**src/rtl/fu_result_queue_pkg.sv**
```systemverilog
// Shared CDB constants and broadcast payload type for the FU result queue and the CDB arbiter.
package fu_result_queue_pkg;

    localparam int unsigned FRQ_DEPTH  = 4;
    localparam int unsigned FRQ_TAG_W  = 6;
    localparam int unsigned FRQ_DATA_W = 32;

    typedef struct packed {
        logic                  valid;
        logic [FRQ_TAG_W-1:0]  tag;
        logic [FRQ_DATA_W-1:0] data;
    } cdb_struct_t;

endpackage

```
**src/rtl/fu_result_queue.sv**
```systemverilog
// Per-FU result FIFO: buffers completed results and broadcasts them on the CDB in arrival order.
module fu_result_queue
    import fu_result_queue_pkg::*;
#(
    parameter int unsigned DEPTH  = FRQ_DEPTH,
    parameter int unsigned TAG_W  = FRQ_TAG_W,
    parameter int unsigned DATA_W = FRQ_DATA_W
) (
    input  logic              clk,
    input  logic              rst_n,
    input  logic              flush,
    input  logic              fu_valid,
    input  logic [TAG_W-1:0]  fu_tag,
    input  logic [DATA_W-1:0] fu_data,
    output logic              fu_ready,
    output logic              cdb_req,
    input  logic              cdb_grant,
    output cdb_struct_t       cdb_o,
    output logic              grant_err
);

    localparam int unsigned PTR_W = $clog2(DEPTH);
    localparam int unsigned CNT_W = PTR_W + 1;

    logic [TAG_W-1:0]  r_tag_mem  [DEPTH];
    logic [DATA_W-1:0] r_data_mem [DEPTH];
    logic [PTR_W-1:0]  r_rd_ptr;
    logic [PTR_W-1:0]  r_wr_ptr;
    logic [CNT_W-1:0]  r_count;
    logic              r_grant_err;

    logic              w_empty;
    logic              w_push;
    logic              w_pop;

    assign w_empty   = (r_count == CNT_W'(0));
    assign fu_ready  = (r_count != CNT_W'(DEPTH));
    assign w_push    = fu_valid && fu_ready && !flush;
    assign w_pop     = cdb_grant && !w_empty && !flush;
    assign grant_err = r_grant_err;

    // The grant answers last cycle's request, so a lone entry being granted is not requested again.
    assign cdb_req = (r_count >= CNT_W'(2)) || ((r_count == CNT_W'(1)) && !cdb_grant);

    // Entry storage; only read when the queue holds data, so it carries no reset.
    always_ff @(posedge clk) begin
        if (w_push) begin
            r_tag_mem[r_wr_ptr]  <= fu_tag;
            r_data_mem[r_wr_ptr] <= fu_data;
        end
    end

    // Pointer and occupancy bookkeeping; flush empties the queue and discards same-cycle traffic.
    always_ff @(posedge clk or negedge rst_n) begin
        if (!rst_n) begin
            r_rd_ptr <= '0;
            r_wr_ptr <= '0;
            r_count  <= '0;
        end else if (flush) begin
            r_rd_ptr <= '0;
            r_wr_ptr <= '0;
            r_count  <= '0;
        end else begin
            if (w_push) begin
                r_wr_ptr <= r_wr_ptr + PTR_W'(1);
            end
            if (w_pop) begin
                r_rd_ptr <= r_rd_ptr + PTR_W'(1);
            end
            case ({w_push, w_pop})
                2'b10:   r_count <= r_count + CNT_W'(1);
                2'b01:   r_count <= r_count - CNT_W'(1);
                default: r_count <= r_count;
            endcase
        end
    end

    // Sticky record of a grant arriving with nothing to broadcast.
    always_ff @(posedge clk or negedge rst_n) begin
        if (!rst_n) begin
            r_grant_err <= 1'b0;
        end else if (cdb_grant && w_empty) begin
            r_grant_err <= 1'b1;
        end
    end

    // Broadcast the head in the grant cycle; the bus is all-zero otherwise.
    always_comb begin
        cdb_o = '0;
        if (w_pop) begin
            cdb_o.valid = 1'b1;
            cdb_o.tag   = FRQ_TAG_W'(r_tag_mem[r_rd_ptr]);
            cdb_o.data  = FRQ_DATA_W'(r_data_mem[r_rd_ptr]);
        end
    end

endmodule
```
**config.mk**
```make
export PLATFORM = sky130hd
export DESIGN_NAME = fu_result_queue
export DESIGN_NICKNAME = d
export VERILOG_FILES = /design/src/rtl/fu_result_queue_pkg.sv /design/src/rtl/fu_result_queue.sv
export SDC_FILE = /design/constraint.sdc
export NUM_CORES = 1
export LEC_CHECK = 0
export ABC_AREA = 0
export ABC_CLOCK_PERIOD_IN_PS = 3300
export CAP_MARGIN = 20
export CORE_MARGIN = 1.5
export CORE_UTILIZATION = 45
export CTS_BUF_LIST = sky130_fd_sc_hd__clkbuf_16
export DETAILED_ROUTE_END_ITERATION = 10
export GPL_ROUTABILITY_DRIVEN = 0
export PLACE_DENSITY = 0.67
export SETUP_SLACK_MARGIN = 0.5
export SYNTH_ARGS = -nofsm -noshare
export SYNTH_HDL_FRONTEND = slang
export SYNTH_SLANG_ARGS = --single-unit
```
**constraint.sdc**
```tcl
create_clock -name clk -period 3.3 [get_ports clk]
set_clock_uncertainty 0.1 [all_clocks]
set_input_delay 0.66 -clock clk [delete_from_list [all_inputs] [get_ports clk]]
set_output_delay 0.66 -clock clk [all_outputs]
set_load 0.02 [all_outputs]
```
==> results of run 1 <==
==> cell type report <==
cell class	instances	area [µm²]
clock inverter	15	105.1
sequential	160	4768
timing repair buffer	116	1135
inverter	6	22.52
tap	180	225.2
fill	1002	5707
multi-input combinational	130	1546
clock buffer	17	425.4
==> timing repair <==
item                       CTS  global route
pin swaps                    3             0
resized for setup          179            14
setup buffers                7             2
setup endpoints to repair   40            27
cloned                       5             2
==> worst max-delay path: stages, from the launching register on <==
cell and delay, ns:
dfrtp_2 0.41, buf_4 0.14, buf_12 0.11, buf_16 0.13, mux4_2 0.49, and3_1 0.20, buf_2 0.16
==> sequential cells by signal, summed over array words and instances (netlist names) <==
register / count
grant_err: 1
r_count: 3
r_data_mem: 128
r_rd_ptr: 2
r_tag_mem: 24
r_wr_ptr: 2
==> final timing paths <==
check                      slack [ns]           endpoint  cells after the start
max reg2reg                      1.06  r_data_mem[0][11]                      5
max                              0.46          cdb_o[11]                      6
min reg2reg                      0.37          grant_err                      1
max in group asynchronous        2.34         r_count[1]                      1
min in group asynchronous        0.44          grant_err                      1
min                              0.37          grant_err                      1
==> placed cells by master, fill, tap and decap left out, drive strengths merged <==
master,n
mux4,38
nor2,6
a21boi,1
clkdlybuf4s50,44
xnor2,1
clkinv,7
inv,8
clkdlybuf4s15,1
dlygate4sd2,1
nand2b,2
a41oi,1
a21bo,1
clkinvlp,5
buf,67
o21ai,1
edfxtp,152
ha,9
o2111ai,1
o211ai,2
a21o,1
xor2,2
a221oi,1
clkbuf,20
nor3,1
a21oi,2
nand4,1
nand2,7
bufinv,1
nor2b,3
mux2i,1
and3,43
a211o,1
nand3,4
dfrtp,8
==> where the power goes <==
| part | internal (W) | switching [W] | total [W] |
|---|---|---|---|
| Sequential | 0.00234 | 0.0000543 | 0.00239 |
| Clock | 0.00101 | 0.000739 | 0.00175 |
| Combinational | 0.00101 | 0.000907 | 0.00191 |
| Total | 0.00435 | 0.00170 | 0.00606 |
==> metrics by stage <==
step	std cells	total power (W)	utilization, %	hold WS [ns]
floorplan	317	0.003470	-	0.2644
global placement	576	0.003882	53.78	0.3459
detailed placement	576	0.003900	53.78	0.3654
CTS	620	0.006008	58.90	0.3756
global route	624	0.006308	59.05	0.4074
finish	624	0.006055	59.05	0.3683
==> cell families (layout without fill, tap and decap cells) <==
kind of cell / after synthesis / after routing
flip-flops: 160 / 160
AND/OR/NAND/NOR: 67 / 67
multiplexers: 39 / 39
buffers and inverters: 27 / 154
AO/OA/AOI/OAI: 12 / 12
adder cells (fa/ha/maj): 9 / 9
XOR/XNOR: 3 / 3
==> per-layer routing <==
metal  vias to the layer above  share of wire [%]  GRT usage (%)
li1                       1521                  -              -
met1                      1751                 44          26.51
met2                       131                 49          30.17
met3                        16                6.3          5.669
met4                         0                1.5          6.177
met5                         -                  0              0
==> impl_metrics.tcl, run 1 <==
set metrics [dict create \
    synth_area_um2 6444 \
    gr-total-overflow 0 \
    drc 0 \
    dp_hpwl_um 7399 \
    die_w_um 122.7 \
    ys_top_cells_by_count "edfxtp_1 (152), and3_1 (43), mux4_2 (38), ha_1 (9)" \
    grt_use_total_pct 19.38 \
    synthCells 317 \
    ys_types 34 \
    setup-tns-final_ns 0 \
    holdCritPathClass "register to register" \
    cts_tree "built" \
    ys_ff_latch 160 \
    synth_most_common_cell "edfxtp_1" \
    drv_slew 0 \
    clk_pin_slew_ns 0.06 \
    synth_top_family_by_area "multiplexers" \
    drive_above_1_share_pct 35.14 \
    synth_edf_count 152 \
    crit_path_end_kind "output port" \
    power.density_nw_per_um2 735.9 \
    final_cell_area_um2 8228 \
    routed_wl_um 13580 \
    synth_top_cell_area_share_pct 70.83 \
    dieArea_um2 15050 \
    path_class "register to output port" \
    htreeDepth 4 \
    place_area_um2 7495 \
    grt_setup_unrepaired "yes" \
    peakVddDrop_mv 0.4441 \
    hold_viol 0 \
    fmax_ghz 0.3524 \
    synth-compound-area-share_pct 1.456 \
    fin_crit_sh_pct 85.99 \
    area_delta_synth_final_pct 27.69 \
    synth-simple-area-share_pct 5.981 \
    worstHoldStart "grant_err" \
    grt_pass1_vias 3627 \
    synthArstFlopShare_pct 5.000 \
    rows 43 \
    synth_xor_area_share_pct 0.4078 \
    yosysWarnings 0 \
    hold_buffers 0 \
    io_buffer_count 84 \
    yosysSeqAreaShare_pct 73.94 \
    via_per_inst 5.479 \
    r2r-start "r_count[1]" \
    nets 483 \
    io_pins 85 \
    cp_max_fo 5 \
    fin_ws_ns 0.4623 \
    grt_pass1_wl_um 20530 \
    initial_core_util_pct 46.24 \
    synth_ff_type "edfxtp_1" \
    cts.path.max_buffers 2 \
    worstMarginPinSlew_ns 0.4192 \
    detail_route.wl_per_cell_um 21.77 \
    status "completed" \
    insertion_delay_ns 0.42 \
    period_minus_slack_ns 2.838 \
    grt_max_degree 42 \
    maxSlewHeadroom_pct 71.97 \
    drv_cap 0 \
    setup_viol 0 \
    core_um2 13930 \
    synthTopCellsByArea "edfxtp_1 (71%), mux4_2 (13%), and3_1 (4.2%), dfrtp_1 (3.1%), ha_1 (1.7%)" \
    p_leak_nw 2.958 \
    syn_nets 369 \
    firstDrtPassIters 4 \
    synth_area_per_cell_um2 20.33 \
    required_ns 2.54 \
    cts_root_buf "clkbuf_16" \
    antenna_found_initial 0 \
    netlist.top_cell.by_area "edfxtp_1" \
    cts_made_buffers 17 \
    num_vias 3419 \
    synth_adder_area_share_pct 1.748 \
    ant_nets 0 \
    clock_sinks 160 \
    start_kind "register" \
    dp_slack_ns 0.1763 \
    crit_start "r_rd_ptr[0]" \
    antenna_cells 0 \
    worstPathArrival_ns 2.08 \
    fp.dieH_um 122.7 \
    synth_mux_area_share_pct 13.44 \
    drt_iter0_drc 290 \
]
(Power assumes the default switching activity.)
==> run 2, diff against run 1 <==
CTS_BUF_LIST = default   (was sky130_fd_sc_hd__clkbuf_16)
SKIP_LAST_GASP = 1   (was default)
==> run 2 against run 1 <==
Sequential cell count did not move. Via count rose by 0.18%. Non-clock buffer count did not move. Utilization did not move. Clock power barely moved. Maximum frequency barely moved. Register-to-register slack barely moved. Combinational power barely moved. Worst setup slack got worse by 0.0011 ns. Die area did not move. Critical path type unchanged. Critical endpoint unchanged.
==> impl_metrics.tcl, run 2 (synthesis gave the netlist of run 1 again) <==
set metrics [dict create \
    final_cell_count_no_fill 624 \
    insertion_delay_ns 0.42 \
    detail_route.wl_per_cell_um 21.75 \
    die_w_um 122.7 \
    grt_pass1_wl_um 20530 \
    dp_slack_ns 0.1763 \
    p_leak_nw 2.950 \
    clk_pin_slew_ns 0.06 \
    cts_root_buf "clkbuf_16" \
    grt_max_degree 42 \
    area_delta_synth_final_pct 27.69 \
    required_ns 2.54 \
    maxSlewHeadroom_pct 71.66 \
    status "completed" \
    drc 0 \
    rows 43 \
    ant_nets 0 \
    fp.dieH_um 122.7 \
    num_vias 3425 \
    initial_core_util_pct 46.24 \
    setup-tns-final_ns 0 \
    final_cell_mix "edfxtp_1 (152), clkdlybuf4s50_1 (44), mux4_2 (38)" \
    top_register "r_data_mem" \
    final_cell_area_um2 8228 \
    period_minus_slack_ns 2.839 \
    htreeDepth 4 \
    worstHoldStart "grant_err" \
    via_per_inst 5.489 \
    drive_above_1_share_pct 35.14 \
    drt_iter0_drc 293 \
    worstPathArrival_ns 2.08 \
    io_buffer_count 84 \
    worstMarginPinSlew_ns 0.4238 \
    dieArea_um2 15050 \
    place_area_um2 7495 \
    r2r-end "r_data_mem[0][11]" \
    n_fill_cell 1002 \
    core_um2 13930 \
    dp_hpwl_um 7399 \
    cts.path.max_buffers 2 \
    crit_path_end_kind "output port" \
    start_kind "register" \
    antenna_found_initial 0 \
    firstDrtPassIters 4 \
    nets 483 \
    hold_depth 1 \
    fin_crit_sh_pct 86.02 \
    fin_ws_ns 0.4612 \
    grt_setup_unrepaired "yes" \
    io_pins 85 \
    grt_pass1_vias 3627 \
    reg2reg_depth 5 \
    r2r_slack_ns 1.06 \
    cts_made_buffers 17 \
    cp_max_fo 5 \
    holdPathEnd "grant_err" \
    drv_slew 0 \
    reg_top3 "r_data_mem: 128 flops, r_tag_mem: 24 flops, r_count: 3 flops" \
    antenna_cells 0 \
    whs_ns 0.3683 \
    cts_tree "built" \
    power.density_nw_per_um2 736.4 \
    r2r-start "r_count[1]" \
    final_common_cell "edfxtp_1" \
    grt_use_total_pct 19.38 \
    hold_viol 0 \
    gr-total-overflow 0 \
    drv_cap 0 \
    dp_cells 576 \
    peakVddDrop_mv 0.4442 \
    holdCritPathClass "register to register" \
    path_class "register to output port" \
    setup_viol 0 \
    largest_reg_flops 128 \
    clock_sinks 160 \
    fmax_ghz 0.3523 \
    routed_wl_um 13570 \
]
[run 2: changes by cell type in the layout (fill, tap and decap cells not counted), sizes merged]
| cell | before | now |
|---|---|---|
| inv | 8 | 6 |
| clkbuf | 20 | 22 |
[run 2: where the power goes]
group / switching (W) / internal, W / total (W)
registers: 0.0000544 / 0.00234 / 0.00239
logic: 0.000907 / 0.00101 / 0.00191
clock network: 0.000737 / 0.00102 / 0.00176
[run 2: how the worst max path moves through the flow]
stage | startpoint | to | slack [ns] | cells after the start
2_1_floorplan | r_count[1] | r_data_mem[0][0] | 0.74 | 4
3_3_place_gp | cdb_grant | cdb_o[12] | 0.16 | 5
4_1_cts | r_rd_ptr[0] | cdb_o[30] | 0.44 | 5
5_1_grt | r_rd_ptr[0] | cdb_o[30] | 0.41 | 5
3_5_place_dp | cdb_grant | cdb_o[12] | 0.18 | 5
6_report | r_rd_ptr[0] | cdb_o[11] | 0.46 | 6
[run 2: per-layer routing]
layer	global-route usage [%]	wire length [µm]	up-vias
met5	0	0	-
met4	6.177	206	0
met3	5.669	856	16
met2	30.17	6583	130
met1	26.51	5927	1758
li1	-	-	1521
[run 2: cell type report]
cell class | count | area [µm²] | area share (%)
multi-input combinational | 130 | 1546 | 18.80
sequential | 160 | 4768 | 57.95
clock inverter | 13 | 97.59 | 1.186
timing repair buffer | 116 | 1135 | 13.79
clock buffer | 19 | 432.9 | 5.262
inverter | 6 | 22.52 | 0.2737
tap | 180 | 225.2 | 2.737
[run 2: metrics by stage]
| stage | utilization (%) | total power (W) |
|---|---|---|
| 3_5_place_dp | 53.78 | 0.003900 |
| 6_report | 59.05 | 0.006059 |
| 5_1_grt | 59.05 | 0.006314 |
| 4_1_cts | 58.90 | 0.006013 |
| 2_1_floorplan | - | 0.003470 |
| 3_3_place_gp | 53.78 | 0.003882 |
[run 2: what timing repair did]
item                       in CTS  in global routing
setup endpoints to repair      40                 27
pin swaps                       3                  0
buffers inserted                7                  2
hold buffers                    0                  0
cloned                          5                  2
gates resized for setup       179                 14
[run 2: critical path, cell delays in order, from the launching register on]
cell,delay (ns)
dfrtp_2,0.41
buf_4,0.14
buf_12,0.11
buf_16,0.13
mux4_2,0.49
and3_1,0.20
buf_2,0.16
==> run 3, diff against run 2 <==
==> constraint.sdc (replaced) <==
create_clock -name clk -period 3.3 [get_ports clk]
set_clock_uncertainty 0.1 [all_clocks]
set_input_delay 0.495 -clock clk [delete_from_list [all_inputs] [get_ports clk]]
set_output_delay 0.495 -clock clk [all_outputs]
set_load 0.02 [all_outputs]
==> run 3 against run 2 <==
Wire length fell by 8.5%. Clock-buffer cell count unchanged. Maximum frequency grew 3.4%. Via count shrank 2.7%. Worst hold slack got worse by 0.10 ns. Die area stayed put. Critical path depth is 1 lower.
==> impl_metrics.tcl, run 3 (synthesis gave the netlist of run 1 again) <==
set metrics [dict create \
    io_pins 85 \
    grt_setup_unrepaired "yes" \
    drt_iter0_drc 198 \
    dp_cells 577 \
    cts_tree "built" \
    drv_cap 0 \
    antenna_found_initial 0 \
    maxSlewHeadroom_pct 72.23 \
    n_fill_cell 1056 \
    cts_made_buffers 17 \
    final_common_cell "edfxtp_1" \
    largest_reg_flops 128 \
    fp.dieH_um 122.7 \
    grt_use_total_pct 17.64 \
    required_ns 2.70 \
    hold_viol 0 \
    core_um2 13930 \
    setup-tns-final_ns 0 \
    dp_hpwl_um 7331 \
    path_class "register to output port" \
    worstPathArrival_ns 2.15 \
    cts.path.max_buffers 2 \
    cp_slowest_cell "mux4_2" \
    insertion_delay_ns 0.42 \
    antenna_cells 0 \
    reg_top3 "r_data_mem: 128 flops, r_tag_mem: 24 flops, r_count: 3 flops" \
    via_per_inst 5.427 \
    fin_crit_sh_pct 83.18 \
    status "completed" \
    crit_chain "buf_12 -> buf_16 -> mux4_2 -> and3_1 -> dlygate4sd2_1" \
    htreeDepth 4 \
    drc 0 \
    ant_nets 0 \
    die_w_um 122.7 \
    cp_max_fo 11 \
    drv_slew 0 \
    hold_buffers 0 \
    clk_pin_slew_ns 0.06 \
    num_vias 3332 \
    dieArea_um2 15050 \
    holdCritPathClass "input port to asynchronous set/reset pin" \
    grt_pass1_wl_um 18910 \
    drive_above_1_share_pct 22.58 \
    setup_viol 0 \
    start_kind "register" \
    firstDrtPassIters 4 \
    routed_wl_um 12420 \
    power.density_nw_per_um2 712.1 \
    initial_core_util_pct 46.24 \
    detail_route.wl_per_cell_um 20.22 \
    cts_root_buf "clkbuf_16" \
    path_buf_inv 3 \
    grt_pass1_vias 3403 \
    p_leak_nw 2.991 \
    worstMarginPinSlew_ns 0.4142 \
    io_buffer_count 84 \
    period_minus_slack_ns 2.745 \
    grt_max_degree 42 \
    gr-total-overflow 0 \
    peakVddDrop_mv 0.5866 \
    final_cell_mix "edfxtp_1 (152), clkdlybuf4s50_1 (45), and3_1 (39), dlygate4sd2_1 (39), mux4_2 (38)" \
    rows 43 \
    top_register "r_data_mem" \
    critPathMaxStageDelay_ns 0.50 \
    final_cell_count_no_fill 614 \
    fmax_ghz 0.3643 \
    crit_path_end_kind "output port" \
    area_delta_synth_final_pct 26.12 \
    nets 473 \
    crit_family "buffers and inverters" \
    clock_sinks 160 \
]
run 3: cell count changes in the layout (fill, tap and decap cells not counted), sizes merged:
cell           before  now
clkdlybuf4s15       1    0
clkinvlp            5    3
bufinv              1    2
dlygate4sd2         1   39
clkbuf             22   19
clkinv              7    8
buf                67   22
clkdlybuf4s50      44   45
run 3: worst paths after layout:
| kind | depth (start not counted) | to | from | slack [ns] |
|---|---|---|---|---|
| setup / recovery | 5 | cdb_o[15] | r_rd_ptr[0] | 0.56 |
| hold / removal | 1 | grant_err | rst_n | 0.27 |
| setup reg to reg | 5 | r_tag_mem[0][4] | r_count[0] | 1.05 |
| hold reg to reg | 1 | grant_err | grant_err | 0.37 |
| max in group asynchronous | 1 | r_rd_ptr[1] | rst_n | 2.52 |
| min in group clk | 1 | grant_err | grant_err | 0.37 |
run 3: layout make-up:
class | instances | area, µm² | area share, %
multi-input combinational | 130 | 1501 | 18.48
timing repair buffer | 106 | 1052 | 12.95
clock inverter | 13 | 121.4 | 1.493
inverter | 6 | 22.52 | 0.2771
sequential | 160 | 4771 | 58.71
clock buffer | 19 | 432.9 | 5.327
tap | 180 | 225.2 | 2.771
run 3: per-layer routing:
metal	vias to the layer above	track usage, %	wire, µm
met2	101	27.08	6057
met3	18	5.112	795
met5	-	0	0
met4	0	6.613	161
li1	1496	-	-
met1	1717	24.06	5404
run 3: worst register-to-register path: cells and delay by family (launching register included):
| family | cells | cell delay (ns) |
|---|---|---|
| AOI/OAI and AO/OA | 1 | 0.38 |
| DFF | 1 | 0.41 |
| and+or+nand+nor | 1 | 0.26 |
| adders and majority gates | 1 | 0.26 |
| buffers and inverters | 2 | 0.48 |
run 3: repair_timing:
action / 4_1_cts / 5_1_grt
setup endpoints to repair: 39 / 13
gates cloned: 1 / 0
resized for setup: 46 / 1
setup buffers: 2 / 2
run 3: metrics by stage:
step	util [%]	hold WS [ns]	power [W]	cell area, µm²	setup WS, ns
global placement	54.02	0.3521	0.003898	7527	0.4993
floorplan	-	0.09941	0.003470	6444	0.7400
finish	58.32	0.2654	0.005787	8127	0.5551
CTS	58.16	0.2765	0.005834	8104	0.4588
detailed placement	54.02	0.3529	0.003919	7527	0.4544
global route	58.32	0.2851	0.006033	8127	0.4807
run 3: power breakdown:
part	total (W)	switching (W)	leakage (nW)	internal, W
Sequential	0.00241	0.0000760	1.48	0.00234
Clock	0.00183	0.000736	0.263	0.00110
Combinational	0.00154	0.000753	1.25	0.000786
